## src/rtl/spwm_pkg.sv

```systemverilog
// spwm_pkg: shared constants and FSM state type for the three-phase
// sine LUT scheduler (table size, widths, phase offsets, idle level).
package spwm_pkg;

    localparam int unsigned SIZE = 407;
    localparam int unsigned DW   = 12;
    localparam int unsigned AW   = 9;

    localparam logic [AW-1:0] OFF_B    = 9'd136;
    localparam logic [AW-1:0] OFF_C    = 9'd271;
    localparam logic [AW-1:0] LAST_IDX = AW'(SIZE - 1);
    localparam logic [DW-1:0] MID      = 12'd819;
    localparam logic [15:0]   MIN_DIV  = 16'd5;

    typedef enum logic [2:0] {
        IDLE,
        WAIT,
        RD_A,
        RD_B,
        RD_C,
        UPDATE
    } state_t;

endpackage

```

## src/rtl/spwm_lut_sched_if.sv

```systemverilog
// spwm_lut_sched_if: ROM read bus (rd_en/addr/data) and the three-phase
// sample bus (sine_a/b/c, samples_valid, sync_out) of the scheduler.
interface spwm_lut_sched_if;
    import spwm_pkg::*;

    logic          lut_rd_en;
    logic [AW-1:0] lut_addr;
    logic [DW-1:0] lut_data;
    logic [DW-1:0] sine_a;
    logic [DW-1:0] sine_b;
    logic [DW-1:0] sine_c;
    logic          samples_valid;
    logic          sync_out;

    modport master (
        output lut_rd_en, lut_addr,
        input  lut_data,
        output sine_a, sine_b, sine_c,
        output samples_valid, sync_out
    );

    modport slave (
        input  lut_rd_en, lut_addr,
        output lut_data,
        input  sine_a, sine_b, sine_c,
        input  samples_valid, sync_out
    );

endinterface

```

## src/rtl/spwm_idx_wrap.sv

```systemverilog
// spwm_idx_wrap: modular add of a table index and a phase offset.
// Ports: base_i, off_i (both < SIZE) -> addr_o = (base_i + off_i) mod SIZE.
module spwm_idx_wrap
    import spwm_pkg::*;
(
    input  logic [AW-1:0] base_i,
    input  logic [AW-1:0] off_i,
    output logic [AW-1:0] addr_o
);

    localparam logic [AW:0] SIZE_W = (AW+1)'(SIZE);

    logic [AW:0] sum;

    // Both operands are below SIZE, so one conditional subtract suffices.
    always_comb begin
        sum = {1'b0, base_i} + {1'b0, off_i};
        if (sum >= SIZE_W) begin
            addr_o = AW'(sum - SIZE_W);
        end else begin
            addr_o = AW'(sum);
        end
    end

endmodule

```

## src/rtl/spwm_lut_sched.sv

```systemverilog
// spwm_lut_sched: shares one sine ROM across phases A/B/C. Each sample
// tick reads base, base+OFF_B, base+OFF_C and publishes all three at once.
// Ports: clk_in, rst_in (sync, active high), enable, step_div (clocks per
// step), busy (read sequence in flight), bus (ROM + sample interface).
module spwm_lut_sched
    import spwm_pkg::*;
(
    input  logic              clk_in,
    input  logic              rst_in,
    input  logic              enable,
    input  logic [15:0]       step_div,
    output logic              busy,
    spwm_lut_sched_if.master  bus
);

    state_t        state_q;
    logic [AW-1:0] base_idx_q;
    logic [15:0]   tick_cnt_q;
    logic [15:0]   tick_cnt_d;
    logic [15:0]   lim;
    logic          tick;

    logic          rd_en_q;
    logic [AW-1:0] addr_q;
    logic [DW-1:0] shadow_a_q;
    logic [DW-1:0] shadow_b_q;
    logic [DW-1:0] sine_a_q;
    logic [DW-1:0] sine_b_q;
    logic [DW-1:0] sine_c_q;
    logic          valid_q;
    logic          sync_q;
    logic          busy_q;

    logic [AW-1:0] addr_b;
    logic [AW-1:0] addr_c;

    spwm_idx_wrap u_wrap_b (
        .base_i (base_idx_q),
        .off_i  (OFF_B),
        .addr_o (addr_b)
    );

    spwm_idx_wrap u_wrap_c (
        .base_i (base_idx_q),
        .off_i  (OFF_C),
        .addr_o (addr_c)
    );

    // '>=' so a lowered step_div below the running count ticks at once.
    always_comb begin
        lim  = (step_div < MIN_DIV) ? MIN_DIV : step_div;
        tick = enable && (tick_cnt_q >= lim - 16'd1);
        if (!enable || tick) begin
            tick_cnt_d = '0;
        end else begin
            tick_cnt_d = tick_cnt_q + 16'd1;
        end
    end

    always_ff @(posedge clk_in) begin
        if (rst_in) begin
            state_q    <= IDLE;
            base_idx_q <= '0;
            tick_cnt_q <= '0;
            rd_en_q    <= 1'b0;
            addr_q     <= '0;
            shadow_a_q <= MID;
            shadow_b_q <= MID;
            sine_a_q   <= MID;
            sine_b_q   <= MID;
            sine_c_q   <= MID;
            valid_q    <= 1'b0;
            sync_q     <= 1'b0;
            busy_q     <= 1'b0;
        end else begin
            tick_cnt_q <= tick_cnt_d;
            valid_q    <= 1'b0;
            sync_q     <= 1'b0;
            unique case (state_q)
                IDLE: begin
                    if (enable) begin
                        state_q <= WAIT;
                    end
                end
                WAIT: begin
                    if (!enable) begin
                        state_q <= IDLE;
                    end else if (tick) begin
                        state_q <= RD_A;
                        rd_en_q <= 1'b1;
                        addr_q  <= base_idx_q;
                        busy_q  <= 1'b1;
                    end
                end
                RD_A: begin
                    state_q <= RD_B;
                    addr_q  <= addr_b;
                end
                RD_B: begin
                    state_q    <= RD_C;
                    shadow_a_q <= bus.lut_data;
                    addr_q     <= addr_c;
                end
                RD_C: begin
                    state_q    <= UPDATE;
                    shadow_b_q <= bus.lut_data;
                    rd_en_q    <= 1'b0;
                end
                UPDATE: begin
                    sine_a_q <= shadow_a_q;
                    sine_b_q <= shadow_b_q;
                    sine_c_q <= bus.lut_data;
                    valid_q  <= 1'b1;
                    sync_q   <= (base_idx_q == '0);
                    busy_q   <= 1'b0;
                    if (base_idx_q == LAST_IDX) begin
                        base_idx_q <= '0;
                    end else begin
                        base_idx_q <= base_idx_q + 1'b1;
                    end
                    state_q <= enable ? WAIT : IDLE;
                end
                default: begin
                    state_q <= IDLE;
                end
            endcase
        end
    end

    assign bus.lut_rd_en     = rd_en_q;
    assign bus.lut_addr      = addr_q;
    assign bus.sine_a        = sine_a_q;
    assign bus.sine_b        = sine_b_q;
    assign bus.sine_c        = sine_c_q;
    assign bus.samples_valid = valid_q;
    assign bus.sync_out      = sync_q;
    assign busy              = busy_q;

endmodule
```

## src/flat_wrapper.sv

```systemverilog
// flat-port wrapper written by rule: the top's interface ports become plain ports
module spwm_lut_sched_flat import spwm_pkg::*;
  (clk_in, rst_in, enable, step_div, busy, bus_lut_rd_en, bus_lut_addr, bus_lut_data, bus_sine_a, bus_sine_b, bus_sine_c, bus_samples_valid, bus_sync_out);
  spwm_lut_sched_if bus_i ();
  input  logic clk_in;
  input  logic rst_in;
  input  logic enable;
  input  logic [15:0] step_div;
  output logic busy;
  output wire logic [$bits(bus_i.lut_rd_en)-1:0] bus_lut_rd_en;
  output wire logic [$bits(bus_i.lut_addr)-1:0] bus_lut_addr;
  input wire logic [$bits(bus_i.lut_data)-1:0] bus_lut_data;
  output wire logic [$bits(bus_i.sine_a)-1:0] bus_sine_a;
  output wire logic [$bits(bus_i.sine_b)-1:0] bus_sine_b;
  output wire logic [$bits(bus_i.sine_c)-1:0] bus_sine_c;
  output wire logic [$bits(bus_i.samples_valid)-1:0] bus_samples_valid;
  output wire logic [$bits(bus_i.sync_out)-1:0] bus_sync_out;
  assign bus_lut_rd_en = bus_i.lut_rd_en;
  assign bus_lut_addr = bus_i.lut_addr;
  assign bus_i.lut_data = bus_lut_data;
  assign bus_sine_a = bus_i.sine_a;
  assign bus_sine_b = bus_i.sine_b;
  assign bus_sine_c = bus_i.sine_c;
  assign bus_samples_valid = bus_i.samples_valid;
  assign bus_sync_out = bus_i.sync_out;
  spwm_lut_sched u_core (.clk_in(clk_in), .rst_in(rst_in), .enable(enable), .step_div(step_div), .busy(busy), .bus(bus_i));
endmodule
```

## config.mk

```make
export PLATFORM = sky130hd
export DESIGN_NAME = spwm_lut_sched_flat
export DESIGN_NICKNAME = d
export VERILOG_FILES = /design/src/rtl/spwm_pkg.sv /design/src/rtl/spwm_lut_sched_if.sv /design/src/rtl/spwm_idx_wrap.sv /design/src/rtl/spwm_lut_sched.sv /design/src/flat_wrapper.sv
export SDC_FILE = /design/constraint.sdc
export NUM_CORES = 1
export LEC_CHECK = 0
export BUFFER_PORTS_ARGS = -buffer_cell sky130_fd_sc_hd__buf_2
export CELL_PAD_IN_SITES_DETAIL_PLACEMENT = 0
export CELL_PAD_IN_SITES_GLOBAL_PLACEMENT = 1
export CORE_ASPECT_RATIO = 2
export CORE_MARGIN = 4
export CORE_UTILIZATION = 40
export CTS_CLUSTER_DIAMETER = 60
export DETAILED_ROUTE_END_ITERATION = 16
export PLACE_DENSITY = 0.83
export SYNTH_ARGS = -nofsm -noshare
export SYNTH_HDL_FRONTEND = slang
export SYNTH_HIERARCHICAL = 1
export SYNTH_SLANG_ARGS = --single-unit
```

## constraint.sdc

```tcl
create_clock -name clk_in -period 5.1 [get_ports clk_in]
set_input_delay 1.53 -clock clk_in [delete_from_list [all_inputs] [get_ports clk_in]]
set_output_delay 1.53 -clock clk_in [all_outputs]
set_load 0.005 [all_outputs]
```

==> impl_metrics.json, run 1 <==
{
  "num_rows": 65,
  "status": "completed",
  "timing.final.setup_violations": 0,
  "grt_overflow_total": 0,
  "clk_latency_ns": 0.35,
  "vias": 5941,
  "yosysWarnings": 6,
  "pre_cts_ws_ns": -0.04034,
  "synthCells": 790,
  "required_ns": 5.33,
  "vias_per_cell": 5.476,
  "p_per_area_mw_per_mm2": 221.7,
  "clk_pin_slew_ns": 0.08,
  "grt_antenna_before_repair": 0,
  "seqCellArea_mm2": 0.002022,
  "grt_pass1_wl_mm": 28.84,
  "die_h_um": 187.5,
  "hold_viol": 0,
  "avgSynthCellArea_um2": 8.161,
  "antenna_cells": 0,
  "rsz0062_at_grt": "false",
  "ys_seq_elements": 101,
  "grtUsageMet3": 0.02271,
  "timing.fmax_mhz": 209.3,
  "clockBufferDepth": 2,
  "busiest_layer": "met2",
  "end_kind": "flop",
  "fin_skew_ns": 0.008010,
  "period_minus_slack_ns": 4.778,
  "dp_cells": 1069,
  "drtPass1Iterations": 5,
  "path_max_fanout": 8,
  "htreeDepth": 3,
  "n_fill_cell": 1629,
  "grt_max_degree": 33,
  "numPortBuffers": 79,
  "synth_ff_type": "dfxtp_1",
  "cts_inserted_buffers": 9,
  "cap_violations": 0,
  "track_usage": 0.1901,
  "final_nets": 953,
  "cts_resized": 0,
  "postCtsSetupBuffers": 0,
  "gp_congestion": 0.8471,
  "wl_per_cell_um": 15.88,
  "grt_use_met1": 0.1948,
  "power_leakage_nw": 3.186,
  "vdd_drop_max_uv": 235.8,
  "coreArea_mm2": 0.01578,
  "area_growth_pct": 15.62,
  "routed_wl_mm": 17.23,
  "cts.sinks": 101,
  "ys_seq_area_frac": 0.3136,
  "cts_tree": "built",
  "drv_slew": 0,
  "multiInputGateArea_mm2": 0.004262,
  "slew_headroom": 0.2714,
  "start_util": 0.4086,
  "grt_pass1_vias": 5963,
  "worst_slew_pin_slew_ns": 1.088,
  "synth_edf_count": 0,
  "drc": 0,
  "postRouteAntennaNets": 0,
  "critical_path_class": "input port to flop",
  "netlist_area_mm2": 0.006447,
  "drive_above_1_share": 0.1810,
  "use_met2": 0.3718,
  "fp.dieW_um": 97.78,
  "period_share": 0.9369,
  "io_pins": 80,
  "drt-initial-drc-count": 311,
  "die-area_mm2": 0.01834,
  "synth_cell_types": 72,
  "fin_cells": 1085,
  "fin_ws_ns": 0.3216,
  "arrival_ns": 5.01,
  "clock-root-buffer": "clkbuf_16",
  "hold_path.class": "flop to flop",
  "cp-start-kind": "input port",
  "ys_async_sr_fraction": 0,
  "place_hpwl_mm": 13.35,
  "hold_buffers": 0
}
-- per-layer routing --
layer	routed length (um)	vias to the layer above
met3	507	43
met1	6335	2802
met5	0	-
met2	9658	124
li1	-	2972
met4	731	0
-- flip-flops by register name, indices dropped and copies added, names as in the netlist --
signal / cells
u_core/base_idx_q: 9
u_core/bus.lut_addr: 9
u_core/bus.lut_rd_en: 1
u_core/bus.samples_valid: 1
u_core/bus.sine_a: 12
u_core/bus.sine_b: 12
u_core/bus.sine_c: 12
u_core/bus.sync_out: 1
u_core/busy: 1
u_core/shadow_a_q: 12
u_core/shadow_b_q: 12
u_core/state_q: 3
u_core/tick_cnt_q: 16
-- cell usage in the layout (no fill, tap or decap), drive strengths merged, types with 5 or more instances in the layout --
master	Yosys	final
nand2	142	142
dfxtp	101	101
buf	12	98
a21oi	63	63
nor2	58	58
nand3	44	44
ha	41	41
o21ai	28	28
xor2	24	24
xnor2	21	21
conb	2	20
inv	17	20
mux2	20	20
nor3	16	16
nand2b	14	14
mux2i	13	13
clkbuf	26	9
a22oi	9	9
nand4	9	9
a211o	9	9
and3	7	7
o21a	7	7
o211a	7	7
nor2b	7	7
o211ai	7	7
a21o	7	7
a211oi	6	6
o21bai	6	6
or3	5	5
and2	5	5
nor3b	5	5
-- logic make-up (layout without fill, tap and decap cells) --
logic type,after synthesis,after routing,synth area share
multiplexers,33,33,0.06093
flip-flops,101,101,0.3136
AND/OR/NAND/NOR,331,331,0.2426
XOR/XNOR,45,45,0.06113
buffers and inverters,55,131,0.03629
AO/OA/AOI/OAI,180,180,0.1985
adder cells (fa/ha/maj),43,43,0.08578
other,2,20,0.001165
-- report_power, final --
group / switching [mW] / internal [mW]
sequential: 0.00440 / 0.789
combinational: 0.104 / 0.0782
clock: 0.333 / 0.344
-- per-stage QoR --
| step | power, mW | hold WS (ns) | instance area, um2 | TNS (ns) | utilization |
|---|---|---|---|---|---|
| 5_1_grt | 1.718 | 0.4740 | 7455 | 0 | 0.4725 |
| 2_1_floorplan | 0.9368 | 0.4321 | 6515 | 0 | - |
| 6_report | 1.652 | 0.4541 | 7455 | 0 | 0.4725 |
| 4_1_cts | 1.673 | 0.4565 | 7455 | 0 | 0.4725 |
| 3_3_place_gp | 0.9917 | 0.4422 | 7162 | 0 | 0.4539 |
| 3_5_place_dp | 0.9935 | 0.4447 | 7162 | -0.2692 | 0.4539 |
-- critical path, stage by stage --
cell and delay (ns):
buf_2 0.10, or4_4 0.52, nand4b_1 0.21, o21ai_0 0.18, ha_1 0.18, nor2b_1 0.17
nand3_1 0.13, nor3_1 0.28, nand2_1 0.11, xor2_1 0.15, ha_1 0.31, a21oi_1 0.15
nand2_1 0.08, a221oi_2 0.29, o21ai_2 0.15, buf_12 0.17, mux2_4 0.29
-- synthesized netlist by cell type, drive strengths merged, types with 3 or more instances --
| library cell | count | area share |
|---|---|---|
| and2 | 5 | 0.0049 |
| nand2b | 14 | 0.014 |
| o211ai | 7 | 0.0089 |
| nor3 | 16 | 0.012 |
| a211oi | 6 | 0.0085 |
| o21ai | 28 | 0.023 |
| nor2 | 58 | 0.034 |
| clkbuf | 26 | 0.015 |
| xnor2 | 21 | 0.029 |
| a22oi | 9 | 0.010 |
| o21a | 7 | 0.0082 |
| o311ai | 4 | 0.0054 |
| buf | 12 | 0.011 |
| inv | 17 | 0.0099 |
| a211o | 9 | 0.013 |
| and4 | 3 | 0.0041 |
| ha | 41 | 0.080 |
| or3 | 5 | 0.0049 |
| a21o | 7 | 0.0085 |
| nand3 | 44 | 0.034 |
| mux2 | 20 | 0.041 |
| nor4 | 3 | 0.0029 |
| nor3b | 5 | 0.0093 |
| xor2 | 24 | 0.033 |
| and3 | 7 | 0.0068 |
| nor2b | 7 | 0.0068 |
| o22ai | 3 | 0.0029 |
| a21oi | 63 | 0.049 |
| mux2i | 13 | 0.020 |
| o211a | 7 | 0.011 |
| o21bai | 6 | 0.0082 |
| nand4 | 9 | 0.0097 |
| nand2 | 142 | 0.083 |
| nand4b | 3 | 0.0041 |
| dfxtp | 101 | 0.31 |
| o221ai | 4 | 0.0074 |
-- area by class of cell --
| class | count | area share |
|---|---|---|
| Clock buffer | 9 | 0.03021 |
| Clock inverter | 7 | 0.009063 |
| Inverter | 17 | 0.008560 |
| Multi-Input combinational cell | 652 | 0.5717 |
| Sequential cell | 101 | 0.2712 |
| Tap cell | 201 | 0.03374 |
| Timing Repair Buffer | 98 | 0.07553 |
-- final timing paths --
kind	slack (ns)	to	start	cells after the start
min	0.45	u_core/bus.sine_a[10]	u_core/shadow_a_q[10]	2
max reg2reg	1.23	u_core/bus.lut_addr[1]	u_core/base_idx_q[0]	12
max	0.32	u_core/bus.lut_addr[6]	step_div[12]	17
min reg2reg	0.45	u_core/bus.sine_a[10]	u_core/shadow_a_q[10]	2
Power figures use the tool's default switching activity.
==> run 2: changes to the inputs <==
==> constraint.sdc (replaced) <==
create_clock -name clk_in -period 5.1 [get_ports clk_in]
set_input_delay 1.02 -clock clk_in [delete_from_list [all_inputs] [get_ports clk_in]]
set_output_delay 1.02 -clock clk_in [all_outputs]
set_load 0.005 [all_outputs]
==> run 2 against run 1 <==
Sequential share of layout area increased by 0.46 points. Clock power shrank 3%. Combinational power shrank 4%. Critical path depth decreased by 3. Critical path type unchanged. Largest cell class unchanged.
==> impl_metrics.json, run 2 (same netlist as run 1, synthesis figures left out) <==
{
  "cap_violations": 0,
  "grt_pass1_wl_mm": 27.32,
  "start_util": 0.4086,
  "grt_overflow_total": 0,
  "layout_commonest_cell": "nand2_1",
  "gp_congestion": 0.8625,
  "fin_skew_ns": 0.009955,
  "period_minus_slack_ns": 4.607,
  "cts_resized": 0,
  "fp.dieW_um": 97.78,
  "timing.fmax_mhz": 217.0,
  "num_rows": 65,
  "die_h_um": 187.5,
  "slew_headroom": 0.2816,
  "grt_max_degree": 57,
  "rsz0062_at_grt": "false",
  "track_usage": 0.1805,
  "final_cell_area_mm2": 0.007330,
  "cts_tree": "built",
  "power_leakage_nw": 3.114,
  "worst_slew_pin_slew_ns": 1.073,
  "hold_viol": 0,
  "final_cell_mix": "nand2_1 (142), dfxtp_1 (101), buf_2 (79), a21oi_1 (63), nor2_1 (58)",
  "clk_latency_ns": 0.35,
  "drv_slew": 0,
  "placed_cell_area_mm2": 0.007047,
  "drt-initial-drc-count": 204,
  "largest_register_ffs": 16,
  "vdd_drop_max_uv": 162.1,
  "period_share": 0.9034,
  "hold_path.class": "flop to flop",
  "vias": 5860,
  "tns_ns": 0,
  "dp_cells": 1057,
  "p_per_area_mw_per_mm2": 221.6,
  "cp-start-kind": "input port",
  "cts.sinks": 101,
  "drive_above_1_share": 0.1697,
  "timing.final.setup_violations": 0,
  "regMostFlops": "u_core/tick_cnt_q",
  "path_max_fanout": 10,
  "cts_inserted_buffers": 9,
  "routed_wl_mm": 16.55,
  "htreeDepth": 3,
  "coreArea_mm2": 0.01578,
  "critical_path_class": "input port to flop",
  "wl_per_cell_um": 15.42,
  "io_pins": 80,
  "grt_antenna_before_repair": 0,
  "antenna_cells": 0,
  "numPortBuffers": 79,
  "postRouteAntennaNets": 0,
  "hold_buffers": 0,
  "drtPass1Iterations": 4,
  "area_growth_pct": 13.68,
  "vias_per_cell": 5.461,
  "clockBufferDepth": 2,
  "hold-worst-slack_ns": 0.4553,
  "clk_pin_slew_ns": 0.07,
  "die-area_mm2": 0.01834,
  "drc": 0,
  "status": "completed",
  "fin_cells": 1073,
  "grt_pass1_vias": 5657,
  "clock-root-buffer": "clkbuf_16",
  "arrival_ns": 4.85,
  "end_kind": "flop",
  "postCtsSetupBuffers": 0,
  "required_ns": 5.34,
  "final_nets": 941,
  "place_hpwl_mm": 12.67
}
-- run 2: cell type report --
type	instances	area, um2
Clock buffer	10	239.0
Clock inverter	6	43.79
Fill cell	1642	8448
Inverter	17	63.81
Multi-Input combinational cell	652	4262
Sequential cell	101	2022
Tap cell	201	251.5
Timing Repair Buffer	86	447.9
-- run 2: per-stage QoR --
step,total power [mW],setup WS [ns],utilization
2_1_floorplan,0.9368,0.6254,-
3_3_place_gp,0.9853,0.1702,0.4466
3_5_place_dp,0.9869,0.1368,0.4466
4_1_cts,1.645,0.4977,0.4646
5_1_grt,1.697,0.1106,0.4646
6_report,1.624,0.4926,0.4646
-- run 2: worst max-delay path, stage by stage --
cell,delay [ns]
buf_2,0.11
or4_4,0.56
nand4b_1,0.24
o21ai_0,0.19
ha_1,0.20
nor2b_1,0.18
nand3_1,0.13
nor4_1,0.26
xnor2_1,0.13
ha_1,0.32
nand4_1,0.12
o31a_1,0.36
o21ai_2,0.61
mux2_2,0.41
-- run 2: report_power, final --
group	leakage (nW)	internal, mW	total [mW]	switching [mW]
registers	0.815	0.789	0.793	0.00417
clock network	0.139	0.347	0.657	0.309
logic	2.16	0.0733	0.175	0.101
-- run 2: path summary, 6_finish.rpt --
check                                 to  cells past startpoint                  from  slack [ns]
hold / removal      u_core/bus.sine_c[3]                      2  u_core/bus.sine_c[3]        0.46
setup reg to reg  u_core/bus.lut_addr[1]                     12  u_core/base_idx_q[0]        1.16
setup / recovery  u_core/bus.lut_addr[8]                     14          step_div[12]        0.49
hold reg to reg     u_core/bus.sine_c[3]                      2  u_core/bus.sine_c[3]        0.46
-- run 2: per-layer routing --
layer | global-route usage | routed length, um | vias to the layer above
li1 | - | - | 2940
met1 | 0.1879 | 6361 | 2807
met2 | 0.3596 | 9349 | 92
met3 | 0.02755 | 511 | 21
met4 | 0.05653 | 326 | 0
met5 | 0 | 0 | -
